===== config.mk =====
export PLATFORM = sky130hd
export DESIGN_NAME = alu_pipe
export DESIGN_NICKNAME = d
export VERILOG_FILES = /design/src/rtl/alu_pkg.sv /design/src/rtl/alu_mul_seq.sv /design/src/rtl/alu_pipe.sv
export SDC_FILE = /design/constraint.sdc
export NUM_CORES = 1
export LEC_CHECK = 0
export CAP_MARGIN = 30
export CORE_UTILIZATION = 66
export CTS_BUF_LIST = sky130_fd_sc_hd__clkbuf_4 sky130_fd_sc_hd__clkbuf_8 sky130_fd_sc_hd__clkbuf_16
export DETAILED_ROUTE_END_ITERATION = 7
export GPL_ROUTABILITY_DRIVEN = 0
export GPL_TIMING_DRIVEN = 0
export PLACE_DENSITY = 0.87
export REMOVE_ABC_BUFFERS = 1
export SYNTH_ARGS = -nofsm -noshare
export SYNTH_HDL_FRONTEND = slang
export SYNTH_SLANG_ARGS = --single-unit

===== constraint.sdc =====
create_clock -name clk -period 12.1 [get_ports clk]
set_clock_uncertainty 0.1 [all_clocks]
set_input_delay 2.42 -clock clk [delete_from_list [all_inputs] [get_ports clk]]
set_output_delay 2.42 -clock clk [all_outputs]
set_load 0.01 [all_outputs]

===== src/rtl/alu_pkg.sv =====
// Shared types and helpers for the pipelined signed ALU.
package alu_pkg;

    localparam int OPCODE_W = 3;

    typedef enum logic [OPCODE_W-1:0] {
        OP_ADD = 3'b000,
        OP_SUB = 3'b001,
        OP_AND = 3'b010,
        OP_OR  = 3'b011,
        OP_XOR = 3'b100,
        OP_SHL = 3'b101,
        OP_SHR = 3'b110,
        OP_MUL = 3'b111
    } alu_op_e;

    typedef enum logic {
        IDLE    = 1'b0,
        MUL_RUN = 1'b1
    } alu_state_e;

    typedef struct packed {
        logic zero;
        logic neg;
        logic ovf;
        logic carry;
    } alu_flags_t;

    // Largest positive signed value of width w (caller truncates to w bits).
    function automatic logic [63:0] sat_max(input int w);
        return (64'd1 << (w - 1)) - 64'd1;
    endfunction

    // Most negative signed value of width w (caller truncates to w bits).
    function automatic logic [63:0] sat_min(input int w);
        return 64'd1 << (w - 1);
    endfunction

endpackage


===== src/rtl/alu_mul_seq.sv =====
// Iterative signed shift-add multiplier: one partial product per cycle on
// operand magnitudes, sign applied to the full 2*WIDTH product at the end.
module alu_mul_seq #(
    parameter int WIDTH = 8
) (
    input  logic                 clk,
    input  logic                 reset,
    input  logic                 start,
    input  logic                 stall,
    input  logic [WIDTH-1:0]     a,
    input  logic [WIDTH-1:0]     b,
    output logic                 done,
    output logic [2*WIDTH-1:0]   product
);
    localparam int CNT_W = $clog2(WIDTH);

    // |-2^(WIDTH-1)| needs one extra bit, hence WIDTH+1-bit magnitudes.
    function automatic logic [WIDTH:0] mag(input logic [WIDTH-1:0] x);
        logic [WIDTH:0] ext;
        ext = {x[WIDTH-1], x};
        return x[WIDTH-1] ? (~ext + 1'b1) : ext;
    endfunction

    logic [2*WIDTH-1:0] mcand;
    logic [WIDTH:0]     mplier;
    logic [2*WIDTH-1:0] acc;
    logic [2*WIDTH-1:0] acc_nx;
    logic [CNT_W-1:0]   cnt;
    logic               run;
    logic               neg;

    // Accumulator value after the current step; on the last step this is the
    // final magnitude, so the product is available combinationally with done.
    always_comb begin
        acc_nx  = acc + (mplier[0] ? mcand : '0);
        done    = run && (cnt == CNT_W'(WIDTH - 1));
        product = neg ? -acc_nx : acc_nx;
    end

    // Step sequencer; holds on the final step while the consumer is stalled.
    always_ff @(posedge clk or negedge reset) begin
        if (!reset) begin
            mcand  <= '0;
            mplier <= '0;
            acc    <= '0;
            cnt    <= '0;
            run    <= 1'b0;
            neg    <= 1'b0;
        end else if (start) begin
            mcand  <= {{(WIDTH-1){1'b0}}, mag(a)};
            mplier <= mag(b);
            acc    <= '0;
            cnt    <= '0;
            run    <= 1'b1;
            neg    <= a[WIDTH-1] ^ b[WIDTH-1];
        end else if (run && !stall) begin
            if (cnt == CNT_W'(WIDTH - 1)) begin
                run <= 1'b0;
            end else begin
                acc    <= acc_nx;
                mcand  <= mcand << 1;
                mplier <= mplier >> 1;
                cnt    <= cnt + CNT_W'(1);
            end
        end
    end

endmodule


===== src/rtl/alu_pipe.sv =====
// Signed ALU with valid/ready on both sides and a registered result.
// Single-cycle ops complete in one cycle; MUL runs the iterative multiplier.
module alu_pipe
    import alu_pkg::*;
#(
    parameter int WIDTH    = 8,
    parameter int OPCODE_W = 3
) (
    input  logic                clk,
    input  logic                reset,
    input  logic                in_valid,
    output logic                in_ready,
    input  logic [WIDTH-1:0]    a,
    input  logic [WIDTH-1:0]    b,
    input  logic [OPCODE_W-1:0] opcode,
    input  logic                sat_en,
    output logic                out_valid,
    input  logic                out_ready,
    output logic [WIDTH-1:0]    result,
    output logic                flag_zero,
    output logic                flag_neg,
    output logic                flag_ovf,
    output logic                flag_carry,
    output logic                busy
);
    localparam logic [WIDTH-1:0] S_MAX = WIDTH'(sat_max(WIDTH));
    localparam logic [WIDTH-1:0] S_MIN = WIDTH'(sat_min(WIDTH));

    alu_op_e            op;
    alu_state_e         state_q, state_d;
    alu_flags_t         flags_q;
    logic [WIDTH-1:0]   res_q;
    logic               mul_sat_q;

    logic               accept, is_mul, can_load, mul_fin;
    logic               mul_done;
    logic [2*WIDTH-1:0] mul_prod;
    logic [WIDTH:0]     sum_x, dif_x, prod_hi;
    logic [WIDTH-1:0]   alu_res, mul_res;
    logic               alu_ovf, alu_carry, mul_ovf, shift_big;

    assign op       = alu_op_e'(opcode);
    assign is_mul   = (op == OP_MUL);
    assign can_load = !out_valid || out_ready;
    assign accept   = in_valid && in_ready;
    assign mul_fin  = (state_q == MUL_RUN) && mul_done && can_load;

    alu_mul_seq #(.WIDTH(WIDTH)) u_mul (
        .clk     (clk),
        .reset   (reset),
        .start   (accept && is_mul),
        .stall   (mul_done && !can_load),
        .a       (a),
        .b       (b),
        .done    (mul_done),
        .product (mul_prod)
    );

    // Single-cycle datapath; overflow is judged on the raw result before saturation.
    always_comb begin
        sum_x     = {1'b0, a} + {1'b0, b};
        dif_x     = {1'b0, a} - {1'b0, b};
        shift_big = {1'b0, b} >= (WIDTH+1)'(WIDTH);
        alu_res   = '0;
        alu_ovf   = 1'b0;
        alu_carry = 1'b0;
        case (op)
            OP_ADD: begin
                alu_res   = sum_x[WIDTH-1:0];
                alu_carry = sum_x[WIDTH];
                alu_ovf   = (a[WIDTH-1] == b[WIDTH-1]) && (sum_x[WIDTH-1] != a[WIDTH-1]);
            end
            OP_SUB: begin
                alu_res   = dif_x[WIDTH-1:0];
                alu_carry = dif_x[WIDTH];
                alu_ovf   = (a[WIDTH-1] != b[WIDTH-1]) && (dif_x[WIDTH-1] != a[WIDTH-1]);
            end
            OP_AND:  alu_res = a & b;
            OP_OR:   alu_res = a | b;
            OP_XOR:  alu_res = a ^ b;
            OP_SHL:  alu_res = shift_big ? '0 : (a << b);
            OP_SHR:  alu_res = shift_big ? {WIDTH{a[WIDTH-1]}} : WIDTH'($signed(a) >>> b);
            default: alu_res = '0;
        endcase
        // On ADD/SUB overflow the true result carries a's sign.
        if (sat_en && alu_ovf)
            alu_res = a[WIDTH-1] ? S_MIN : S_MAX;
    end

    // Product fits WIDTH signed bits only if its top WIDTH+1 bits are all equal.
    always_comb begin
        prod_hi = mul_prod[2*WIDTH-1:WIDTH-1];
        mul_ovf = !((&prod_hi) || !(|prod_hi));
        mul_res = mul_prod[WIDTH-1:0];
        if (mul_sat_q && mul_ovf)
            mul_res = mul_prod[2*WIDTH-1] ? S_MIN : S_MAX;
    end

    // FSM state register.
    always_ff @(posedge clk or negedge reset) begin
        if (!reset) state_q <= IDLE;
        else        state_q <= state_d;
    end

    // FSM next state.
    always_comb begin
        state_d = state_q;
        case (state_q)
            IDLE:    if (accept && is_mul) state_d = MUL_RUN;
            MUL_RUN: if (mul_fin)          state_d = IDLE;
            default: state_d = IDLE;
        endcase
    end

    // FSM outputs.
    always_comb begin
        in_ready = (state_q == IDLE) && can_load;
        busy     = (state_q == MUL_RUN);
    end

    // Output register: loads on completion, holds while the consumer stalls.
    always_ff @(posedge clk or negedge reset) begin
        if (!reset) begin
            out_valid <= 1'b0;
            res_q     <= '0;
            flags_q   <= '0;
            mul_sat_q <= 1'b0;
        end else begin
            if (accept && is_mul)
                mul_sat_q <= sat_en;
            if (accept && !is_mul) begin
                out_valid <= 1'b1;
                res_q     <= alu_res;
                flags_q   <= '{zero: (alu_res == '0), neg: alu_res[WIDTH-1],
                               ovf: alu_ovf, carry: alu_carry};
            end else if (mul_fin) begin
                out_valid <= 1'b1;
                res_q     <= mul_res;
                flags_q   <= '{zero: (mul_res == '0), neg: mul_res[WIDTH-1],
                               ovf: mul_ovf, carry: 1'b0};
            end else if (out_ready) begin
                out_valid <= 1'b0;
            end
        end
    end

    assign result     = res_q;
    assign flag_zero  = flags_q.zero;
    assign flag_neg   = flags_q.neg;
    assign flag_ovf   = flags_q.ovf;
    assign flag_carry = flags_q.carry;

endmodule


==> run_results.csv, run 1 <==
group,metric,value,unit
synthesis,ys_types,84,
timing,fin_ws,5.11,ns
power,powerDensity,188,mW/mm²
cells_and_area,insertedDiodeCount,0,
setup_path,r2r_slack,7.01,ns
clocking,cts-root-buf,"clkbuf_8",
synthesis,synth_edf_count,0,
timing,timing.hold.ws,0.399,ns
timing,fin_crit_sh,57.8,%
place,hpwlAfterDp,12.3,mm
worst_hold_path,whs_endpoint,"result[6]$_DFFE_PN0P_",
grt,grt_usage,35.6,%
clocking,clk_path_buf_depth,2,
status,status,"complete, no violations",
floorplanning,core,0.00889,mm²
setup_path,cp.arrival,7.09,ns
synthesis,synthArstFlopShare,100,%
floorplanning,die_h,98.9,µm
routing,first_pass_iters,6,
setup_path,end_kind,"register",
setup_path,reg2regPathDepth,14,
routing,drc,0,
clocking,cts_tree,"done",
floorplanning,die_w,98.9,µm
timing,fmax,143,MHz
synthesis,synth_top_area_cell,"dfrtp_1",
floorplanning,start_util,69.7,%
setup_path,r2r_start,"u_mul.mplier[0]$_DFFE_PN0P_",
setup_path,cp.required,12.20,ns
cells_and_area,seq_area,0.00150,mm²
place,placed_cells,897,
timing,max_slew.worst_pin.slew,1.02,ns
place,portBuffers,38,
routing,avgRoutedWirePerCell,18.4,µm
clocking,cts_resized,0,
clocking,cts_max_level,3,
synthesis,synth_area_leaders,"dfrtp_1 24%, ha_1 8.9%, nand2_1 6.7%",
clocking,postCtsSetupBuffers,0,
routing,drt_wl_total,16.8,mm
routing,antenna_left,0,
grt,antenna_found_initial,0,
floorplanning,ios,39,
setup_path,critPathMaxFanout,21,
cells_and_area,finalNonFillerCells,913,
power,finalPower,1.27,mW
worst_hold_path,worstHoldStart,"result[6]$_DFFE_PN0P_",
cells_and_area,fin_util,75.9,%
cells_and_area,nets,871,
synthesis,synth_warnings,0,
floorplanning,rows,34,
timing,grt_setup_unrepaired,"false",
synthesis,synth_top_cell_area_share,24.2,%
clocking,insertion_delay,0.35,ns
timing,fin_crit,6.99,ns
cells_and_area,drive_gt1_share,6.83,%
place,dp_slack,4.96,ns
synthesis,synthCells,796,
setup_path,critPathLaunchType,"input pin",
grt,overflow,0,
synthesis,syn_avg_cell_area,7.79,µm²
clocking,path_clk_slew,0.07,ns
grt,grt_pass1_wl,27.9,mm
timing,drv_slew,0,
grt,grt_pass1_vias,5937,
synthesis,ys.flop_type,"dfrtp_1",
routing,vias_per_cell,6.84,
grt,grt_max_degree,53,
setup_path,worstSetupPathType,"in2reg",
clocking,cts_made_buffers,9,
timing,relSlewSlack,31.6,%
cells_and_area,nFillCells,657,
flow_run,drv_cap,0,
synthesis,syn_area,0.00620,mm²
place,post_dp_cell_area,0.00655,mm²
worst_hold_path,hold_path_depth,2,
routing,vias,6247,
synthesis,ys_seq_area_share,24.2,%
worst_hold_path,hold_path.class,"reg2reg",
timing,finalHoldViolCount,0,
clocking,cts_sinks,60,
power,leakagePower,2.89,nW
cells_and_area,finalInstanceArea,0.00675,mm²
cells_and_area,multiInputGateArea,0.00440,mm²
timing,setup_viol,0,
power,worst_ir_drop_vdd,0.120,mV
setup_path,r2r_end,"flag_neg$_DFFE_PN0P_",
routing,drt_iter0_markers,682,
clocking,ctsHoldBuffers,0,
cells_and_area,syn_to_final_growth,8.88,%
synthesis,synth-seq-cells,60,
floorplanning,die_area,0.00978,mm²
timing,fin_tns_setup,0,ns
## synth_stat cells (all sizes together) (21+ instances only)
cell type and instances:
a21oi 67, and2 23, clkbuf 36, dfrtp 60, ha 44, inv 23
mux2i 23, nand2 111, nor2 66, nor3 21, o21ai 58, xnor2 33
## report_power, final
group / internal [mW] / switching, mW / total, mW
Clock: 0.0961 / 0.0892 / 0.185
Combinational: 0.303 / 0.442 / 0.745
Sequential: 0.276 / 0.0650 / 0.341
Total: 0.675 / 0.596 / 1.27
## layer usage
| metal | up-vias | wire (µm) | global-route usage, % |
|---|---|---|---|
| li1 | 2913 | - | - |
| met1 | 2945 | 7060 | 46.7 |
| met2 | 338 | 7720 | 58.3 |
| met3 | 51 | 1590 | 7.73 |
| met4 | 0 | 416 | 12.2 |
| met5 | - | 0 | 0 |
## cell type report
cell class,count,area share [%]
Multi-Input combinational cell,664,65.3
Inverter,25,1.39
Tap cell,108,2.00
Clock buffer,9,1.84
Timing Repair Buffer,40,6.16
Clock inverter,7,1.11
Sequential cell,60,22.3
## worst max path at each step
stage | from | end | cells after the start
after floorplan | b[1] | flag_zero$_DFFE_PN0P_ | 13
after global placement | opcode[0] | u_mul.neg$_DFFE_PN0P_ | 5
after detailed placement | b[1] | flag_neg$_DFFE_PN0P_ | 14
after CTS | b[1] | flag_neg$_DFFE_PN0P_ | 14
after global routing | b[1] | flag_neg$_DFFE_PN0P_ | 14
final | b[1] | flag_neg$_DFFE_PN0P_ | 14
## cell usage in the layout, fill, tap and decap left out, types with 4 or more instances in the layout
cell and instances:
o21a_1 8, o21ba_2 4, o21ai_1 4, o21bai_1 7, nand2b_1 5, clkdlybuf4s50_1 37
dfrtp_1 60, a22oi_1 9, inv_1 23, o21ai_0 54, o211ai_1 8, o22ai_1 11
a32oi_1 4, a211oi_1 12, nor3_1 20, and4_1 4, a31oi_1 5, nand2_1 111
nor3b_1 5, and3_1 7, nor2b_1 7, nor2_1 65, mux2i_1 23, or3_1 6
nand4_1 5, a21o_1 9, ha_1 44, clkbuf_8 9, nand3_1 18, xnor2_1 32
mux2_2 5, nor4_1 7, o31ai_1 5, a21oi_1 66, and2_1 22
## cells by family (layout without fill, tap and decap cells)
family	after synthesis	in the layout	synth area share, %
AND/OR/NAND/NOR	301	301	23.6
AO/OA/AOI/OAI	252	252	27.4
buffers and inverters	72	81	5.01
flip-flops	60	60	24.2
adder cells (fa/ha/maj)	47	47	9.85
XOR/XNOR	35	35	5.07
multiplexers	29	29	4.87
## registers in the layout (all words and copies together), names as in the netlist
name and cells:
u_mul.cnt 3, u_mul.neg 1, u_mul.run 1, u_mul.mplier 9, u_mul.acc 16, flag_neg 1
u_mul.mcand 16, busy 1, mul_sat_q 1, out_valid 1, flag_zero 1, flag_ovf 1
flag_carry 1, result 7
## critical path, stage by stage
cell	delay, ns
clkdlybuf4s50_1	0.91
inv_1	0.43
ha_1	0.43
a21o_1	0.18
a21o_1	0.19
a21o_1	0.20
a2111o_1	0.46
a2111o_1	0.38
o2111ai_1	0.14
nand3_1	0.33
o311ai_0	0.28
o21ai_0	0.21
a221oi_1	0.38
o31ai_1	0.13
(Power assumes the default switching activity.)
==> inputs of run 2 (changes only) <==
--- a/config.mk
+++ b/config.mk
@@ -6,12 +6,12 @@
 export NUM_CORES = 1
 export LEC_CHECK = 0
 export CAP_MARGIN = 30
-export CORE_UTILIZATION = 66
+export CORE_UTILIZATION = 55
 export CTS_BUF_LIST = sky130_fd_sc_hd__clkbuf_4 sky130_fd_sc_hd__clkbuf_8 sky130_fd_sc_hd__clkbuf_16
 export DETAILED_ROUTE_END_ITERATION = 7
 export GPL_ROUTABILITY_DRIVEN = 0
 export GPL_TIMING_DRIVEN = 0
-export PLACE_DENSITY = 0.87
+export PLACE_DENSITY = 0.78
 export REMOVE_ABC_BUFFERS = 1
 export SYNTH_ARGS = -nofsm -noshare
 export SYNTH_HDL_FRONTEND = slang
==> constraint.sdc (replaced) <==
create_clock -name clk -period 5.9 [get_ports clk]
set_clock_uncertainty 0.1 [all_clocks]
set_input_delay 1.18 -clock clk [delete_from_list [all_inputs] [get_ports clk]]
set_output_delay 1.18 -clock clk [all_outputs]
set_load 0.01 [all_outputs]
==> run 2 against run 1 <==
Combinational power increased by 100%. Die area grew 20%. First-iteration DRC count shrank 34%. Core utilization shrank 14 points. Sequential cell count unchanged. Via count decreased by 2.5%. Hold slack got worse by 0.010 ns. Largest cell class unchanged.
==> run_results.csv, run 2 (synthesized netlist as in run 1, its figures left out) <==
group,metric,value,unit
status,status,"complete, no violations",
worst_hold_path,whs_endpoint,"result[5]$_DFFE_PN0P_",
clocking,insertion_delay,0.36,ns
timing,grt_setup_unrepaired,"false",
flow_run,drv_cap,0,
setup_path,end_kind,"register",
routing,vias_per_cell,6.45,
timing,relSlewSlack,24.7,%
grt,overflow,0,
setup_path,worstSetupPathType,"in2reg",
setup_path,cp.required,6.02,ns
floorplanning,die_w,108,µm
floorplanning,rows,38,
clocking,cts_made_buffers,9,
grt,antenna_found_initial,1,
floorplanning,ios,39,
timing,fin_crit,5.53,ns
grt,grt_pass1_wl,27.4,mm
cells_and_area,fin_util,62.4,%
cells_and_area,final_cell_mix,"111 x nand2_1, 66 x a21oi_1, 65 x nor2_1",
grt,grt_pass1_vias,5679,
clocking,path_clk_slew,0.07,ns
cells_and_area,drive_gt1_share,6.83,%
setup_path,startpoint,"b[2]",
power,worst_ir_drop_vdd,0.477,mV
timing,fin_crit_sh,93.7,%
setup_path,r2r_end,"result[0]$_DFFE_PN0P_",
floorplanning,die_h,108,µm
routing,first_pass_iters,7,
clocking,clk_path_buf_depth,2,
cells_and_area,finalInstanceArea,0.00679,mm²
worst_hold_path,worstHoldStart,"result[5]$_DFFE_PN0P_",
routing,drt_wl_total,16.5,mm
grt,grt_usage,29.5,%
power,powerDensity,380,mW/mm²
power,finalPower,2.58,mW
setup_path,r2r_start,"u_mul.mplier[0]$_DFFE_PN0P_",
cells_and_area,reg_top3,"u_mul.acc x16, u_mul.mcand x16, u_mul.mplier x9",
grt,grt_max_degree,47,
clocking,cts_sinks,60,
floorplanning,start_util,56.9,%
routing,drt_iter0_markers,447,
worst_hold_path,hold_path.class,"reg2reg",
setup_path,reg2regPathDepth,14,
cells_and_area,insertedDiodeCount,0,
timing,setup_viol,0,
routing,drc,0,
clocking,cts_tree,"done",
setup_path,cp.arrival,5.65,ns
timing,drv_slew,0,
timing,max_slew.worst_pin.slew,1.12,ns
timing,finalHoldViolCount,0,
worst_hold_path,hold_path_depth,2,
clocking,cts_max_level,3,
routing,vias,6092,
setup_path,critPathMaxFanout,19,
place,post_dp_cell_area,0.00659,mm²
place,dp_slack,0.0850,ns
cells_and_area,syn_to_final_growth,9.57,%
cells_and_area,nets,871,
setup_path,critPathLaunchType,"input pin",
timing,fmax,181,MHz
floorplanning,core,0.0109,mm²
place,hpwlAfterDp,12.6,mm
floorplanning,die_area,0.0117,mm²
setup_path,r2r_slack,0.87,ns
power,leakagePower,2.90,nW
routing,antenna_left,0,
clocking,cts-root-buf,"clkbuf_8",
place,portBuffers,38,
clocking,ctsHoldBuffers,0,
routing,avgRoutedWirePerCell,17.5,µm
cells_and_area,final_common_cell,"nand2_1",
timing,fin_ws,0.372,ns
timing,fin_tns_setup,0,ns
-- run 2: changes by cell type in the layout (fill, tap and decap cells not counted) --
cell             before  now
clkdlybuf4s50_1      37   36
dlymetal6s2s_1        0    1
-- run 2: timing repair --
item / in CTS / in global routing
gates resized for setup: 0 / 1
buffers inserted: 0 / 0
setup endpoints to repair: 0 / 1
-- run 2: worst max path at each step --
stage	cells after the start	to	slack, ns
after detailed placement	14	flag_neg$_DFFE_PN0P_	0.09
after global placement	4	u_mul.mcand[6]$_DFFE_PN0P_	-0.44
after CTS	14	flag_neg$_DFFE_PN0P_	0.44
after floorplan	14	result[0]$_DFFE_PN0P_	1.60
after global routing	13	flag_neg$_DFFE_PN0P_	0.06
final	13	flag_neg$_DFFE_PN0P_	0.37
-- run 2: metal layers --
layer  global-route usage [%]  part of all wire [%]  vias up
li1                         -                     -     2915
met4                     7.83                   1.7        0
met2                     47.7                    46      254
met5                        0                     0        -
met1                     40.3                    45     2888
met3                     5.24                   7.2       35
-- run 2: report_power, final --
group | internal, mW | total [mW] | switching, mW | leakage, nW
clock | 0.197 | 0.381 | 0.184 | 0.104
combinational | 0.619 | 1.50 | 0.885 | 2.02
sequential | 0.565 | 0.696 | 0.131 | 0.777
total | 1.38 | 2.58 | 1.20 | 2.90
-- run 2: cell type report --
| type | count | area, µm² |
|---|---|---|
| multi-input cells | 664 | 4400 |
| fillers | 972 | 4100 |
| clock inverters | 7 | 75.1 |
| flip-flops and latches | 60 | 1500 |
| well taps | 140 | 175 |
| clock buffers | 9 | 124 |
| repair buffers | 40 | 418 |
| inverters | 25 | 93.8 |
-- run 2: critical path, cell delays in order --
cell and delay (ns):
clkdlybuf4s50_1 0.91, clkinv_1 0.48, ha_1 0.50, a21o_1 0.21
a21o_1 0.20, a2111o_1 0.47, a2111o_1 0.39, o2111ai_1 0.14
nand3_1 0.30, o311ai_0 0.25, o21ai_0 0.21, a221oi_1 0.28
o31ai_1 0.11
-- run 2: stage by stage --
stage          hold slack [ns]  instances
6_report                 0.389        945
5_1_grt                  0.428        945
4_1_cts                  0.398        945
3_5_place_dp             0.383        929
3_3_place_gp             0.377        927
2_1_floorplan            0.369        749
==> inputs of run 3 (changes only) <==
--- a/config.mk
+++ b/config.mk
@@ -6,6 +6,7 @@
 export NUM_CORES = 1
 export LEC_CHECK = 0
 export CAP_MARGIN = 30
+export CORE_ASPECT_RATIO = 0.7
 export CORE_UTILIZATION = 55
 export CTS_BUF_LIST = sky130_fd_sc_hd__clkbuf_4 sky130_fd_sc_hd__clkbuf_8 sky130_fd_sc_hd__clkbuf_16
 export DETAILED_ROUTE_END_ITERATION = 7
==> run 3 against run 2 <==
Wire length is 7.7% higher. Final cell count grew 1.5%. Total power grew 6.9%. Setup slack better by 0.13 ns. Largest cell class unchanged. Core utilization rose by 0.67 points.
==> run_results.csv, run 3 (synthesized netlist as in run 1, its figures left out) <==
group,metric,value,unit
timing,setup_viol,0,
cells_and_area,drive_gt1_share,6.95,%
cells_and_area,insertedDiodeCount,0,
cells_and_area,fin_util,63.0,%
timing,drv_slew,0,
cells_and_area,multiInputGateArea,0.00440,mm²
floorplanning,core,0.0110,mm²
power,clockPowerShare,19.1,%
setup_path,worstSetupPathType,"in2reg",
routing,vias_per_cell,6.50,
timing,relSlewSlack,30.4,%
power,p_int,1.51,mW
floorplanning,die_area,0.0117,mm²
setup_path,critPathMaxFanout,21,
setup_path,critPathLaunchType,"input pin",
place,dp_slack,-0.0656,ns
clocking,clk_path_buf_depth,2,
clocking,cts_tree,"done",
place,portBuffers,38,
place,placed_cells,943,
power,p_seq_share,25.3,%
routing,vias,6236,
setup_path,critical_path.cell_chain,"dlymetal6s2s_1, inv_1, ha_1, a21o_1, a21o_1, a21o_1, a2111o_1, a2111o_1, o2111ai_1, nand3_1, o311ai_0, o21ai_0, a221oi_1, o31ai_1",
worst_hold_path,hold_path.class,"reg2reg",
setup_path,cp.required,6.00,ns
clocking,cts_sinks,60,
setup_path,end_kind,"register",
timing,fin_crit_sh,91.4,%
timing,fin_ws,0.506,ns
cells_and_area,final_common_cell,"nand2_1",
routing,avgRoutedWirePerCell,18.6,µm
clocking,cts_resized,0,
setup_path,cpMostUsedCell,"a21o_1",
power,p_comb_share,55.6,%
floorplanning,rows,32,
cells_and_area,final_cell_mix,"111 x nand2_1, 66 x a21oi_1, 65 x nor2_1",
floorplanning,die_h,90.8,µm
timing,fmax,185,MHz
routing,drt_iter0_markers,738,
status,status,"complete, no violations",
clocking,postCtsSetupBuffers,0,
timing,fin_tns_setup,0,ns
cells_and_area,finalNonFillerCells,959,
cells_and_area,syn_to_final_growth,11.6,%
setup_path,crit_family,"compound AO/OA/AOI/OAI gates",
setup_path,cp.arrival,5.49,ns
power,powerDensity,399,mW/mm²
power,p_sw,1.25,mW
timing,max_slew.worst_pin.slew,1.04,ns
routing,antenna_left,0,
cells_and_area,reg_top3,"u_mul.acc x16, u_mul.mcand x16, u_mul.mplier x9",
grt,overflow,0,
clocking,path_clk_slew,0.05,ns
setup_path,max_stage_delay,0.56,ns
power,leakagePower,2.95,nW
grt,grt_pass1_vias,5762,
power,worst_ir_drop_vdd,0.223,mV
cells_and_area,seq_area,0.00150,mm²
clocking,ctsHoldBuffers,0,
routing,drc,0,
grt,antenna_found_initial,0,
place,hpwlAfterDp,13.1,mm
clocking,cts_made_buffers,9,
timing,timing.hold.ws,0.391,ns
clocking,insertion_delay,0.34,ns
timing,finalHoldViolCount,0,
grt,grt_pass1_wl,28.9,mm
cells_and_area,nets,872,
grt,grt_usage,31.4,%
clocking,cts_max_level,3,
floorplanning,start_util,56.5,%
routing,first_pass_iters,5,
setup_path,critPathBufInv,2,
flow_run,drv_cap,0,
timing,grt_setup_unrepaired,"false",
cells_and_area,nFillCells,957,
power,swShare,45.1,%
floorplanning,ios,39,
timing,fin_crit,5.39,ns
floorplanning,die_w,129,µm
setup_path,critPathSlowestCell,"dlymetal6s2s_1",
clocking,cts-root-buf,"clkbuf_16",
routing,drt_wl_total,17.8,mm
grt,grt_max_degree,53,
## run 3: changes by cell type in the layout (fill, tap and decap cells not counted)
| cell | previous run | this run |
|---|---|---|
| clkbuf_16 | 0 | 9 |
| clkbuf_8 | 9 | 0 |
| clkinvlp_4 | 0 | 3 |
| clkinv_4 | 3 | 1 |
| buf_2 | 1 | 2 |
| clkdlybuf4s50_1 | 36 | 35 |
| clkinv_2 | 2 | 1 |
| dlymetal6s2s_1 | 1 | 2 |
## run 3: layer usage
metal / track usage, % / vias to the layer above / wire (µm)
met5: 0 / - / 0
met4: 9.02 / 0 / 206
met3: 9.18 / 29 / 2150
met2: 44.1 / 363 / 7340
met1: 46.2 / 2933 / 8100
li1: - / 2911 / -
## run 3: final cells by class
| class | count | share of cell area (%) |
|---|---|---|
| clock inverters | 7 | 1.09 |
| multi-input cells | 664 | 63.7 |
| well taps | 153 | 2.77 |
| repair buffers | 41 | 6.15 |
| flip-flops and latches | 60 | 21.7 |
| inverters | 25 | 1.36 |
| clock buffers | 9 | 3.26 |
## run 3: path summary, 6_finish.rpt
path | slack, ns | startpoint | end | cells past startpoint
worst max-delay path | 0.51 | b[1] | flag_neg$_DFFE_PN0P_ | 14
worst min-delay path | 0.39 | result[6]$_DFFE_PN0P_ | result[6]$_DFFE_PN0P_ | 2
worst max register to register | 0.84 | u_mul.mplier[0]$_DFFE_PN0P_ | result[3]$_DFFE_PN0P_ | 14
worst min register to register | 0.39 | result[6]$_DFFE_PN0P_ | result[6]$_DFFE_PN0P_ | 2
max in group asynchronous | 4.41 | reset | u_mul.mcand[8]$_DFFE_PN0P_ | 2
min in group asynchronous | 0.70 | reset | u_mul.acc[10]$_DFFE_PN0P_ | 1
## run 3: power groups by stage
stage | clock [mW] | combinational [mW] | sequential, mW
4_1_cts | 0.530 | 1.50 | 0.697
3_5_place_dp | 0 | 1.48 | 0.702
3_3_place_gp | 0 | 1.44 | 0.692
5_1_grt | 0.550 | 1.68 | 0.718
2_1_floorplan | 0 | 1.06 | 0.685
6_report | 0.526 | 1.54 | 0.699
## run 3: metrics by stage
stage | total power [mW] | cell area (µm²)
6_report | 2.76 | 6920
5_1_grt | 2.95 | 6920
4_1_cts | 2.73 | 6910
3_5_place_dp | 2.19 | 6610
3_3_place_gp | 2.13 | 6550
2_1_floorplan | 1.75 | 5980
## run 3: worst min-delay path: cells and delay by family, from the launching register on
| kind | cells | cell delay (ns) |
|---|---|---|
| AND/OR/NAND/NOR | 1 | 0.05 |
| flip-flops | 1 | 0.34 |
| AO/OA/AOI/OAI | 1 | 0.06 |
==> RTL edit (config.mk and constraints of run 3) <==
Make the reset (`reset`) synchronous in 3 clocked blocks.
--- a/src/rtl/alu_mul_seq.sv
+++ b/src/rtl/alu_mul_seq.sv
@@ -40,3 +40,3 @@
     // Step sequencer; holds on the final step while the consumer is stalled.
-    always_ff @(posedge clk or negedge reset) begin
+    always_ff @(posedge clk) begin
         if (!reset) begin
--- a/src/rtl/alu_pipe.sv
+++ b/src/rtl/alu_pipe.sv
@@ -99,3 +99,3 @@
     // FSM state register.
-    always_ff @(posedge clk or negedge reset) begin
+    always_ff @(posedge clk) begin
         if (!reset) state_q <= IDLE;
@@ -121,3 +121,3 @@
     // Output register: loads on completion, holds while the consumer stalls.
-    always_ff @(posedge clk or negedge reset) begin
+    always_ff @(posedge clk) begin
         if (!reset) begin
Function: differs if reset is asserted again (counterexample within 4 cycles, from zero or initial values and one cycle with reset low); with reset held inactive, the same outputs for 4 cycles.
==> RTL edit against run 3 <==
Count of clock-buffer cells in the layout grew 1; routed wire length rose by 3.8%; sequential cell count stayed put; global-route usage grew 0.90 points; synthesized cell count is 3.4% higher; critical path depth unchanged; final area fell by 1.8%; synthesized area shrank 2.3%; worst setup slack worse by 0.14 ns.
Power is not compared: it rests on default switching activity, and its combinational part moved more than twofold at a synthesized area within 25%.
==> RTL edit: results (changes against run 3) <==
Finish
The final layout net count was 902 (+3.4%). The diode insertion count for antenna repair is 0 (unchanged). The share of cells above drive strength 1 is 6.82% (-0.13 points). The largest registers in the layout are u_mul.acc: 16 flops, u_mul.mcand: 16 flops, u_mul.mplier: 9 flops.

Global routing
The via count of the first global-routing pass came to 5801 (+0.68%). The wire length of the first global-routing pass came to 29500 microns (+2.1%). The number of antenna violations at the first check in global routing is 0 (unchanged). The pin count of the biggest net entering global routing came to 45 (-15%). The all-layer global routing usage is 32.3% (+0.90 points).

Drt
The post-detailed-route wirelength per cell is 18.8 microns (+1.1%). The number of design-rule violations left by the first detailed-router iteration is 849 (+15%). The total iterations of the first detailed-routing run is 5 (unchanged). The via count normalized by instance count is 6.47 (-0.54%).

Logic synthesis
By count the netlist is led by 138 x nand2_1, 69 x a21oi_1, 64 x nor2_1, 60 x dfxtp_1, 44 x ha_1. The sequential share of the synthesized area was 19.8% (-4.4 points). The async set-or-reset flop fraction in the synthesized netlist is 0% (-100 points). The number of warnings printed during yosys synthesis is 0 (unchanged). The mux contribution to synthesized area came to 2.13% (-2.7 points). The xor/xnor share of the synthesized area is 5.04% (-0.026 points). For this run, the leading register cell type out of synthesis is dfxtp_1. The share of the synthesized area in compound gates (AO/OA/AOI/OAI) is 30.8% (+3.4 points). Ranked by total cell area, the synthesized netlist is headed by dfxtp_1 20%, ha_1 9.1%, nand2_1 8.6%, a21oi_1 5.7%, nor2_1 4.0%. The post-synthesis adder-cell area fraction is 10.1% (+0.23 points). The number of distinct standard cells referenced by the synthesized netlist came to 84 (unchanged).

Placement
The number of port buffers is 38 (unchanged). The placement-stage worst setup slack is -0.299 ns (-0.233 ns). The post-DP HPWL is 13900 microns (+6.1%). The total cell area at the placement stage came to 6490 sq um (-1.7%).

Critical path
The data arrival time at the worst-slack endpoint is 5.65 ns (+0.16 ns). The highest net fanout along the worst path was 19 (-9.5%). The cell type of the slowest stage on the worst timing path is clkdlybuf4s50_1.

The longest individual stage delay on the worst path is 0.91 ns (+0.35 ns).

Run status
The flow ran to the end, and the final reports show no timing, DRC or antenna violations.

Power and ir drop
The peak ir drop on the vdd network is 0.000170 V. The cell leakage power is 2.70 nW.

Clock tree
The CTS buffer count is 9 (unchanged). The latest clock arrival within the worst-skew pair is 0.34 ns (about the same). The maximum number of buffers from clock root to sink is 2 (unchanged). Clock-pin slew was measured on the worst setup and hold paths at 0.06 ns. The cell sitting at the root of the clock tree is a clkbuf_16. The CTS H-tree depth was 3 (unchanged).

Timing
The tightest slew margin relative to the limit is 30.8% (+0.40 points).

Min path
The type of the most critical hold path is flop to flop.
[RTL edit: cell types whose count changed after synthesis, sizes merged, moves of 7 or more]
cell | before | now
dfrtp | 60 | 0
inv | 23 | 32
nand2 | 111 | 139
a311oi | 2 | 9
and3 | 7 | 19
o211ai | 8 | 16
dfxtp | 0 | 60
xnor2 | 33 | 24
xor2 | 2 | 10
mux2i | 23 | 5
nand3 | 18 | 29
o21ai | 58 | 34
a211oi | 15 | 24
[RTL edit: critical path, delay by kind of cell]
| family | cells | cell delay, ns |
|---|---|---|
| AO/OA/AOI/OAI | 8 | 2.09 |
| AND/OR/NAND/NOR | 1 | 0.20 |
| adder cells (fa/ha/maj) | 1 | 0.45 |
| buffers and inverters | 4 | 1.70 |
[RTL edit: layout make-up]
| cell class | count | area [sq um] |
|---|---|---|
| multi-input combinational | 686 | 4560 |
| fill | 910 | 3720 |
| sequential | 60 | 1200 |
| timing repair buffer | 40 | 422 |
| clock buffer | 10 | 239 |
| tap | 148 | 185 |
| inverter | 34 | 131 |
| clock inverter | 6 | 47.5 |
[RTL edit: report_power, final]
group          leakage [nW]  switching (mW)  internal (mW)  total, mW
registers             0.487          0.0108          0.418      0.429
clock network         0.127           0.201          0.297      0.498
logic                  2.09           0.173          0.110      0.283
total                  2.70           0.385          0.825       1.21
[RTL edit: timing repair]
| item | CTS | global route |
|---|---|---|
| buffers inserted | 0 | 0 |
| gates resized for setup | 0 | 2 |
| hold endpoints to repair | 0 | 0 |
| endpoints found under the setup margin | 0 | 9 |
[RTL edit: kinds of logic after synthesis]
logic type               count (synthesis)
AO/OA/AOI/OAI                          254
XOR/XNOR                                34
adder cells (fa/ha/maj)                 47
buffers and inverters                   77
flip-flops                              60
multiplexers                            11
AND/OR/NAND/NOR                        340
[RTL edit: worst paths after layout]
path | slack, ns | endpoint | from | cells past startpoint
worst max-delay path | 0.37 | result[5] | b[2] | 14
worst min-delay path | 0.34 | u_mul.mplier[8] | u_mul.mplier[8] | 2
worst max register to register | 1.28 | result[5] | u_mul.mplier[0] | 13
worst min register to register | 0.34 | u_mul.mplier[8] | u_mul.mplier[8] | 2
[RTL edit: through the flow]
stage                     std cells  hold slack (ns)  util (%)
after floorplan                 780            0.310         -
after global placement          966            0.317      61.3
after detailed placement        968            0.334      61.8
after CTS                       984            0.343      64.5
after global routing            984            0.375      64.6
final                           984            0.340      64.6
[RTL edit: routing by layer]
metal	vias to the layer above	wire length (microns)	global-route usage [%]
li1	3017	-	-
met1	3002	8380	46.6
met2	310	7720	46.5
met3	35	2180	10.8
met4	0	195	6.25
met5	-	0	0
